--- config.mk ---
export PLATFORM = sky130hd
export DESIGN_NAME = round_ctrl
export DESIGN_NICKNAME = d
export VERILOG_FILES = /design/src/rtl/round_ctrl.sv
export SDC_FILE = /design/constraint.sdc
export NUM_CORES = 1
export LEC_CHECK = 0
export BUFFER_PORTS_ARGS = -buffer_cell sky130_fd_sc_hd__buf_2
export CAP_MARGIN = 20
export CELL_PAD_IN_SITES_DETAIL_PLACEMENT = 1
export CELL_PAD_IN_SITES_GLOBAL_PLACEMENT = 1
export CORE_AREA = 2 2 303 305
export CTS_CLUSTER_DIAMETER = 120
export DETAILED_ROUTE_END_ITERATION = 8
export DIE_AREA = 0 0 305 307
export PLACE_DENSITY = 0.4
export SYNTH_ARGS = -nofsm -noshare
export SYNTH_HDL_FRONTEND = slang
export SYNTH_SLANG_ARGS = --single-unit
export TNS_END_PERCENT = 1
--- constraint.sdc ---
create_clock -name clk -period 12.2 [get_ports clk]
set_clock_uncertainty 0.2 [all_clocks]
set_input_delay 0.61 -clock clk [delete_from_list [all_inputs] [get_ports clk]]
set_output_delay 0.61 -clock clk [all_outputs]
set_load 0.02 [all_outputs]
--- src/rtl/round_ctrl.sv ---
// AES round sequencer: whitening, NR round-transform requests, final round without MixColumns.
// Optional ROUND_CTRL_ZEROIZE_EN: ct_o is gated to the DONE cycle and the state is wiped after it.
module round_ctrl #(
    parameter int unsigned NR = 10
) (
    input  logic         clk,
    input  logic         rst,
    input  logic         start_i,
    input  logic [127:0] pt_i,
    output logic [3:0]   rk_idx_o,
    input  logic [127:0] rk_i,
    output logic         rt_start_o,
    output logic [127:0] rt_state_o,
    input  logic [127:0] rt_sr_i,
    input  logic [127:0] rt_mc_i,
    input  logic         rt_done_i,
    output logic [127:0] ct_o,
    output logic         done_o,
    output logic         busy_o
);

    localparam logic [1:0] StIdle  = 2'd0;
    localparam logic [1:0] StIssue = 2'd1;
    localparam logic [1:0] StWait  = 2'd2;
    localparam logic [1:0] StDone  = 2'd3;

    localparam logic [3:0] NrLast = 4'(NR);

    logic [1:0]   fsm_q, fsm_d;
    logic [3:0]   round_q, round_d;
    logic [127:0] data_q, data_d;

    always_comb begin
        fsm_d   = fsm_q;
        round_d = round_q;
        data_d  = data_q;
        unique case (fsm_q)
            StIdle: begin
                if (start_i) begin
                    data_d  = pt_i ^ rk_i;
                    round_d = 4'd1;
                    fsm_d   = StIssue;
                end
            end
            StIssue: fsm_d = StWait;
            StWait: begin
                if (rt_done_i) begin
                    // Last round uses the ShiftRows-only result.
                    if (round_q == NrLast) begin
                        data_d = rt_sr_i ^ rk_i;
                        fsm_d  = StDone;
                    end else begin
                        data_d  = rt_mc_i ^ rk_i;
                        round_d = round_q + 4'd1;
                        fsm_d   = StIssue;
                    end
                end
            end
            StDone: begin
                fsm_d = StIdle;
`ifdef ROUND_CTRL_ZEROIZE_EN
                data_d = '0;
`endif
            end
            default: fsm_d = StIdle;
        endcase
    end

    always_ff @(posedge clk or posedge rst) begin
        if (rst) begin
            fsm_q   <= StIdle;
            round_q <= 4'd0;
            data_q  <= '0;
        end else begin
            fsm_q   <= fsm_d;
            round_q <= round_d;
            data_q  <= data_d;
        end
    end

    always_comb begin
        rk_idx_o   = (fsm_q == StIdle) ? 4'd0 : round_q;
        rt_start_o = (fsm_q == StIssue);
        rt_state_o = data_q;
        done_o     = (fsm_q == StDone);
        busy_o     = (fsm_q != StIdle);
`ifdef ROUND_CTRL_ZEROIZE_EN
        ct_o       = (fsm_q == StDone) ? data_q : '0;
`else
        ct_o       = data_q;
`endif
    end

endmodule

==> impl_metrics.toml, run 1 <==
[critical_path]
r2r_setup_slack_ps = 8490
arrival_ps = 3900
cp-start-kind = "register"
end_kind = "register"
cp_max_fo = 70
cp.required_ps = 12390
crit_type = "register to register"

[clocking]
cts_root_buf = "clkbuf_16"
cts_buffer_depth = 2
clkSinkCount = 134
clk_pin_slew_ps = 80
cts_tree = "done"
cts-htree-levels = 4
cts_buffers = 17
clock_latency_ps = 470

[routing]
dr.pass1.iters = 4
viasPerCell = 4.07
drc = 0
drt_iter0_markers = 413
detail-route-antenna-nets = 0
vias = 12600
wl_um = 61400
routedWlPerCell_um = 19.9

[global_route]
grt_max_degree = 120
antenna_found_initial = 23
grt.total_usage_pct = 12.6
overflow = 0
grt_pass1_vias = 13100
grt_pass1_wl_um = 87000

[yosys]
ys_ff_latch = 134
ys_warn_count = 0
syn_nets = 1812
netlist_area_um2 = 10100
ys_seq_area_share_pct = 33.1
synth.distinct_cells = 29
synth_area_per_cell_um2 = 7.83
synthCells = 1294

[power]
p_seq_share_pct = 26.6
p_int_mw = 1.63
p_switching_mw = 1.88
p_per_area_nw_per_um2 = 238
ir_drop_v = 0.000129
p_leak_nw = 6.50
swShare_pct = 53.6
combPwrFrac_pct = 56.6
p_clk_share_pct = 16.8

[finish]
fin_area_um2 = 14700
final_cell_mix = "buf_2 (778), nor2_1 (259), nor3_1 (256), dfrtp_1 (134)"
layout-drive-gt1-share_pct = 43.9
nNetsFinal = 2394
area_delta_synth_final_pct = 45.4
final_util_pct = 16.2
final_common_cell = "buf_2"

[sta]
final-max-slew-violation-count = 0
relSlewSlack_pct = 25.6
final.period_utilization_pct = 30.4
rsz0062_at_grt = "false"
setup_violations = 0
min_period_ps = 3710
fmax_mhz = 269
tightest_slew_ps = 1120
hold_viol_final = 0
fin_tns_setup_ps = 0

[floorplanning]
die_area_um2 = 93600
core_um2 = 90700
die_x_um = 305
initial_utilization_pct = 11.2
die_h_um = 307
rows = 111
ioPinCount = 779

[job]
drv_cap = 0

[place]
port_buffers = 778
dpl-instance-area_um2 = 14100
place_congestion = 0.785
dp_hpwl_um = 46500

[min_path]
min_path_type = "input port to register"

[run_status]
status = "completed"
## through the flow
| step | setup slack [ps] | hold slack (ps) | power [mW] | cells |
|---|---|---|---|---|
| finish | 8490 | 156 | 3.51 | 3093 |
| floorplan | 7810 | 310 | 2.42 | 1294 |
| global placement | 8080 | 341 | 2.95 | 3041 |
| global route | 8180 | 128 | 3.78 | 3089 |
| CTS | 8370 | 108 | 3.61 | 3075 |
| detailed placement | 8380 | 346 | 2.98 | 3042 |
## worst paths after layout
check	cells after the start	startpoint	end
max	6	fsm_q[0]	ct_o[95]
min	2	start_i	round_q[3]
max reg2reg	6	fsm_q[0]	ct_o[95]
min reg2reg	1	round_q[0]	round_q[0]
max in group asynchronous	4	rst	ct_o[25]
min in group asynchronous	3	rst	ct_o[21]
## state kept, by name (all words and copies together), names as in the netlist
| signal | count |
|---|---|
| ct_o | 128 |
| fsm_q | 2 |
| round_q | 4 |
## synth_stat cells, drive strengths merged
library cell | n | area (um^2)
inv | 5 | 18.8
a31oi | 128 | 801
and2 | 1 | 6.26
o22a | 1 | 8.76
and3b | 1 | 8.76
buf | 209 | 1520
ha | 2 | 25.0
dfrtp | 134 | 3350
a2111oi | 1 | 15.0
nand2 | 3 | 11.3
clkinv | 1 | 3.75
a21oi | 4 | 20.0
nor4 | 1 | 6.26
nor2b | 4 | 25.0
nand3b | 1 | 7.51
xnor2 | 2 | 17.5
nor3 | 256 | 1280
or2 | 2 | 12.5
nand2b | 1 | 6.26
o32ai | 1 | 8.76
nor2 | 259 | 972
clkbuf | 20 | 75.1
or4 | 128 | 961
o31ai | 128 | 961
mux2i | 1 | 10.0
## final cells by class
| class | instances | area (um^2) |
|---|---|---|
| fill | 11100 | 76000 |
| timing repair buffer | 792 | 4030 |
| multi-input combinational | 925 | 5180 |
| inverter | 6 | 35.0 |
| antenna | 18 | 45.0 |
| sequential | 134 | 3350 |
| clock buffer | 19 | 433 |
| clock inverter | 13 | 171 |
| tap | 1186 | 1480 |
## logic make-up (layout without fill, tap and decap cells)
| family | Yosys count | count (layout) | share of synthesized area [%] |
|---|---|---|---|
| xor+xnor | 2 | 2 | 0.173 |
| other cells | 0 | 18 | 0 |
| simple gates | 657 | 657 | 32.6 |
| compound gates | 263 | 263 | 17.9 |
| fa+ha+maj | 2 | 2 | 0.247 |
| mux | 1 | 1 | 0.0988 |
| buf+inv | 235 | 830 | 15.9 |
| flops | 134 | 134 | 33.1 |
## power groups by stage
stage,combinational (mW),clock (mW),sequential (mW)
finish,1.98,0.591,0.931
global route,2.16,0.643,0.972
CTS,2.03,0.630,0.950
detailed placement,2.02,0,0.956
global placement,2.01,0,0.941
floorplan,1.33,0,1.09
## timing repair
item | CTS | global route
resized for setup | 0 | 0
hold endpoints to repair | 41 | 0
buffers inserted | 0 | 0
hold buffers | 1 | 0
## per-layer routing
metal | GRT usage (%) | part of all wire [%]
met5 | 0 | 0.067
met1 | 14.1 | 40
met2 | 22.6 | 52
met3 | 3.31 | 5.9
met4 | 4.55 | 2.5
## worst max-delay path: stages (launching register included)
cell and delay [ps]:
dfrtp_1 520, nand2b_4 490, buf_4 690, buf_4 750, nor3_1 140, or4_1 540
a31oi_1 200
No activity file was read; power rests on OpenSTA's default activity.
==> run 2, diff against run 1 <==
--- a/config.mk
+++ b/config.mk
@@ -9,11 +9,11 @@
 export CAP_MARGIN = 20
 export CELL_PAD_IN_SITES_DETAIL_PLACEMENT = 1
 export CELL_PAD_IN_SITES_GLOBAL_PLACEMENT = 1
-export CORE_AREA = 2 2 303 305
+export CORE_AREA = 2 2 305 307
 export CTS_CLUSTER_DIAMETER = 120
 export DETAILED_ROUTE_END_ITERATION = 8
-export DIE_AREA = 0 0 305 307
-export PLACE_DENSITY = 0.4
+export DIE_AREA = 0 0 307 309
+export PLACE_DENSITY = 0.41
 export SYNTH_ARGS = -nofsm -noshare
 export SYNTH_HDL_FRONTEND = slang
 export SYNTH_SLANG_ARGS = --single-unit
==> constraint.sdc (replaced) <==
create_clock -name clk -period 3.3 [get_ports clk]
set_clock_uncertainty 0.2 [all_clocks]
set_input_delay 0.165 -clock clk [delete_from_list [all_inputs] [get_ports clk]]
set_output_delay 0.165 -clock clk [all_outputs]
set_load 0.02 [all_outputs]
==> run 2 against run 1 <==
Compared with the run above:
- cell area up 34%
- wire length up 17%
- sequential cell count unchanged
- largest cell class is now non-clock buffers
- hold slack worse by 100 ps
- register-to-register slack worse by 8400 ps
- power rose to 4.3 times the previous value
- combinational power rose to 4.8 times the previous value
- utilization up 5.4 points
- critical path type unchanged
- critical path depth up 2
- worst setup slack worse by 8400 ps
- non-clock buffer count up 440
- die area up 1.3%
==> impl_metrics.toml, run 2 (synthesis results as in run 1) <==
[critical_path]
cp_num_buf_inv = 4
cp_max_fo = 72
cp_common_cell = "dlygate4sd3_1"
crit_type = "register to register"
end_kind = "register"
reg2regPathDepth = 8
cp-start-kind = "register"
crit-reg2reg-launch = "fsm_q[0]"
r2r_setup_slack_ps = 70
crit_path_max_incr_delay_ps = 590
cp_slowest_cell = "dlygate4sd3_1"
cp.required_ps = 3480
arrival_ps = 3410
crit_path_cell_trace = "nand2b_4 > buf_12 > buf_16 > nor3_2 > o31ai_1 > dlygate4sd3_1 > a31oi_1 > dlygate4sd3_1"
crit_family = "buffers and inverters"
reg2reg_to = "ct_o[110]"

[global_route]
grtUsageMet1_pct = 14.5
grt_pass1_vias = 15700
met3_usage_pct = 2.90
overflow = 0
grt.total_usage_pct = 13.2
antenna_found_initial = 13
grt_max_degree = 80
top_usage_layer = "met2"
use_met2_pct = 24.1
grt_pass1_wl_um = 94400

[place]
dp_hpwl_um = 47600
port_buffers = 778
place_congestion = 0.791
dp_cells = 3063

[sta]
fmax_mhz = 309
relSlewSlack_pct = 54.5
min_period_ps = 3230
final-max-slew-violation-count = 0
tightest_slew_ps = 680
hold_viol_final = 0
setup_violations = 0
rsz0062_at_grt = "true"
final.period_utilization_pct = 98.0

[clocking]
clkSinkCount = 134
clock_latency_ps = 490
clk_pin_slew_ps = 70
cts-htree-levels = 4
cts_tree = "done"
cts_root_buf = "clkbuf_16"
cts_buffers = 17
cts_buffer_depth = 2

[routing]
detail-route-antenna-nets = 0
viasPerCell = 4.16
routedWlPerCell_um = 20.4
vias = 14700
drc = 0
wl_um = 72100
drt_iter0_markers = 658
dr.pass1.iters = 4

[power]
p_seq_share_pct = 23.0
p_int_mw = 7.50
ir_drop_v = 0.000356
power_mw = 14.9
swShare_pct = 49.8
p_clk_share_pct = 13.7
p_switching_mw = 7.44
p_per_area_nw_per_um2 = 756
combPwrFrac_pct = 63.2
p_leak_nw = 8.48

[finish]
final_common_cell = "buf_2"
fin_cells = 3527
final_cell_mix = "buf_2 (778), dlygate4sd3_1 (371), nor2_1 (259), nor3_1 (208), dfrtp_1 (133)"
area_delta_synth_final_pct = 94.9
layout-drive-gt1-share_pct = 39.6
fillers = 11000
nNetsFinal = 2834
largest_register_ffs = 128

[min_path]
hp-start = "rt_sr_i[112]"
min_path_type = "input port to register"
holdPathStages = 4
hold_end = "ct_o[112]"

[floorplanning]
die_area_um2 = 94900
rows = 111
core_um2 = 91400
ioPinCount = 779
initial_utilization_pct = 11.1
die_x_um = 307
die_h_um = 309

[job]
drv_cap = 0

[run_status]
status = "completed"
==> run 2: cell count changes in the layout (fill, tap and decap cells not counted), moves of 5 or more <==
cell / before / now
diode_2: 18 / 12
buf_16: 0 / 6
clkinvlp_4: 2 / 7
buf_6: 0 / 6
clkbuf_16: 17 / 29
dlymetal6s4s_1: 0 / 27
buf_4: 11 / 20
dlygate4sd3_1: 1 / 371
buf_12: 2 / 10
nor3_1: 256 / 208
inv_6: 5 / 0
nor3_2: 0 / 48
==> run 2: layer usage <==
metal	share of wire, %	vias up
met3	5.3	87
met5	0.018	-
met1	40	7260
li1	-	6808
met2	51	524
met4	2.8	2
==> run 2: area by class of cell <==
class                      count  area (um^2)  share of cell area [%]
tap                         1186         1480                    7.51
clock inverter                11          103                   0.519
timing repair buffer        1232         8860                    44.8
sequential                   134         3350                    17.0
clock buffer                  21          460                    2.33
multi-input combinational    925         5430                    27.5
inverter                       6         33.8                   0.171
antenna                       12         30.0                   0.152
==> run 2: timing repair <==
action                     CTS  global route
resized for setup            0            96
hold endpoints to repair   265             0
setup buffers                0             6
setup endpoints to repair    0            84
hold buffers               399             0
==> run 2: how the worst max path moves through the flow <==
stage / cells after the start / startpoint / to
finish: 8 / fsm_q[0] / ct_o[110]
global route: 10 / round_q[0] / ct_o[0]
floorplan: 9 / round_q[0] / ct_o[40]
detailed placement: 8 / round_q[0] / ct_o[55]
global placement: 8 / round_q[0] / ct_o[38]
CTS: 8 / fsm_q[0] / ct_o[111]
==> run 2: worst reg2reg max path: stages, from the launching register on <==
cell and delay (ps):
dfrtp_2 480, nand2b_4 210, buf_12 210, buf_16 370, nor3_2 160, o31ai_1 270
dlygate4sd3_1 590, a31oi_1 70, dlygate4sd3_1 560
==> run 2: stage by stage <==
stage                     util, %  instance area [um^2]  setup TNS (ps)  worst slack, ps  hold slack, ps
final                        21.6                 19800               0             65.7            52.3
after global routing         21.6                 19700           -1510            -89.1            52.6
after CTS                    20.7                 18900               0             13.5           0.421
after detailed placement     15.7                 14400               0              774           -35.0
after global placement       15.7                 14400               0              804           -33.2
after floorplan                 -                 10100               0             1150            47.4
==> run 2: power by group through the flow <==
stage | registers, mW | clock network [mW] | logic [mW]
CTS | 3.47 | 2.17 | 9.25
floorplan | 4.04 | 0 | 4.91
finish | 3.44 | 2.05 | 9.45
global route | 3.57 | 2.20 | 10.2
detailed placement | 3.49 | 0 | 7.71
global placement | 3.46 | 0 | 7.68
==> run 3, diff against run 2 <==
--- a/config.mk
+++ b/config.mk
@@ -9,11 +9,11 @@
 export CAP_MARGIN = 20
 export CELL_PAD_IN_SITES_DETAIL_PLACEMENT = 1
 export CELL_PAD_IN_SITES_GLOBAL_PLACEMENT = 1
-export CORE_AREA = 2 2 305 307
+export CORE_AREA = 5 5 299 301
 export CTS_CLUSTER_DIAMETER = 120
 export DETAILED_ROUTE_END_ITERATION = 8
-export DIE_AREA = 0 0 307 309
-export PLACE_DENSITY = 0.41
+export DIE_AREA = 0 0 304 306
+export PLACE_DENSITY = 0.43
 export SYNTH_ARGS = -nofsm -noshare
 export SYNTH_HDL_FRONTEND = slang
 export SYNTH_SLANG_ARGS = --single-unit
==> run 3 against run 2 <==
Compared with the run above:
- utilization grew 0.54 points
- cell count shrank 1.0%
- cell area shrank 3.1%
- sequential share of layout area grew 0.55 points
- clock-buffer cell count is the same
- combinational power shrank 8.0%
- clock power grew 5%
==> impl_metrics.toml, run 3 (synthesis results as in run 1) <==
[critical_path]
cp.required_ps = 3500
end_kind = "register"
cp_max_fo = 34
arrival_ps = 3420
crit_family = "buffers and inverters"
crit_type = "register to register"
cp_num_buf_inv = 4
crit-reg2reg-launch = "round_q[0]"
cp_common_cell = "dlygate4sd3_1"
r2r_setup_slack_ps = 80
crit_cells = 9
reg2reg_to = "ct_o[27]"
crit_path_max_incr_delay_ps = 580
cp-start-kind = "register"
crit_path_cell_trace = "inv_2 > ha_1 > nand3b_1 > clkbuf_16 > nor3_1 > o31ai_1 > dlygate4sd3_1 > a31oi_1 > dlygate4sd3_1"
cp_slowest_cell = "dlygate4sd3_1"
reg2regPathDepth = 9

[global_route]
antenna_found_initial = 14
grt_max_degree = 68
grt_pass1_vias = 16400
grt_pass1_wl_um = 97200
overflow = 0
grt.total_usage_pct = 13.4

[clocking]
clkSinkCount = 134
cts_buffer_depth = 2
clk_pin_slew_ps = 70
cts_root_buf = "clkbuf_16"
cts_buffers = 17
clock_latency_ps = 460
cts_tree = "done"
cts-htree-levels = 4

[min_path]
min_path_type = "input port to register"
hold_end = "ct_o[99]"
hp-start = "pt_i[99]"
holdPathStages = 4

[finish]
final_util_pct = 22.2
fin_area_um2 = 19100
final_cell_mix = "buf_2 (778), dlygate4sd3_1 (383), nor2_1 (259), nor3_1 (253), dfrtp_1 (134)"
layout-drive-gt1-share_pct = 38.1
final_common_cell = "buf_2"
fin_cells = 3491
area_delta_synth_final_pct = 88.8
nNetsFinal = 2828
largest_register_ffs = 128

[job]
drv_cap = 0

[power]
p_int_mw = 7.08
p_per_area_nw_per_um2 = 746
power_mw = 14.3
combPwrFrac_pct = 60.9
p_clk_share_pct = 15.1
p_leak_nw = 8.21
ir_drop_v = 0.000357
swShare_pct = 50.4
p_switching_mw = 7.19
p_seq_share_pct = 24.0

[routing]
routedWlPerCell_um = 19.3
vias = 14500
wl_um = 67200
detail-route-antenna-nets = 0
viasPerCell = 4.15
drc = 0
dr.pass1.iters = 4
drt_iter0_markers = 427

[floorplanning]
die_area_um2 = 93000
core_um2 = 86300
die_h_um = 306
initial_utilization_pct = 11.7
die_x_um = 304
rows = 108
ioPinCount = 779

[sta]
fmax_mhz = 311
final.period_utilization_pct = 97.5
hold_viol_final = 0
tightest_slew_ps = 954
fin_tns_setup_ps = 0
relSlewSlack_pct = 36.3
final-max-slew-violation-count = 0
setup_violations = 0
hold_slack_ps = 58.4
setup_ws_ps = 82.6
min_period_ps = 3220
rsz0062_at_grt = "true"

[place]
port_buffers = 778
dp_slack_ps = 655
dp_hpwl_um = 49000
dpl-instance-area_um2 = 14500
dp_cells = 3048
place_congestion = 0.845

[run_status]
status = "completed"
==> run 3: worst max path at each step <==
stage / from / end / slack (ps)
3_3_place_gp: round_q[0] / ct_o[63] / 700
6_report: round_q[0] / ct_o[27] / 80
2_1_floorplan: round_q[0] / ct_o[40] / 1150
5_1_grt: round_q[0] / ct_o[27] / -60
3_5_place_dp: round_q[0] / ct_o[91] / 660
4_1_cts: round_q[0] / ct_o[87] / 20
==> run 3: area by class of cell <==
cell class | count | area (um^2)
well taps | 1155 | 1450
multi-input cells | 925 | 5200
clock inverters | 11 | 149
diodes | 13 | 32.5
repair buffers | 1226 | 8460
inverters | 6 | 33.8
clock buffers | 21 | 460
fillers | 10500 | 67200
flip-flops and latches | 134 | 3350
==> run 3: power groups by stage <==
| stage | sequential, mW | combinational [mW] | clock [mW] |
|---|---|---|---|
| after detailed placement | 3.49 | 7.76 | 0 |
| after global placement | 3.44 | 7.73 | 0 |
| after floorplan | 4.04 | 4.91 | 0 |
| after CTS | 3.46 | 8.72 | 2.29 |
| final | 3.42 | 8.69 | 2.16 |
| after global routing | 3.57 | 9.39 | 2.33 |
==> run 3: tightest hold or removal path, cell delays in order <==
cell and delay, ps:
buf_2 100, nor2_1 200, or4_1 150, a31oi_1 80
==> run 3: routing by layer <==
layer | vias to the layer above | GRT usage (%) | routed length, um
li1 | 6799 | - | -
met1 | 7094 | 14.0 | 26200
met2 | 511 | 25.7 | 35500
met3 | 87 | 3.55 | 3570
met4 | 4 | 5.00 | 1830
met5 | - | 0 | 21
==> run 3: timing repair <==
item	in CTS	in global routing
buffers inserted	0	11
hold buffers	383	0
setup endpoints to repair	0	23
endpoints found under the hold margin	151	0
gates resized for setup	0	8
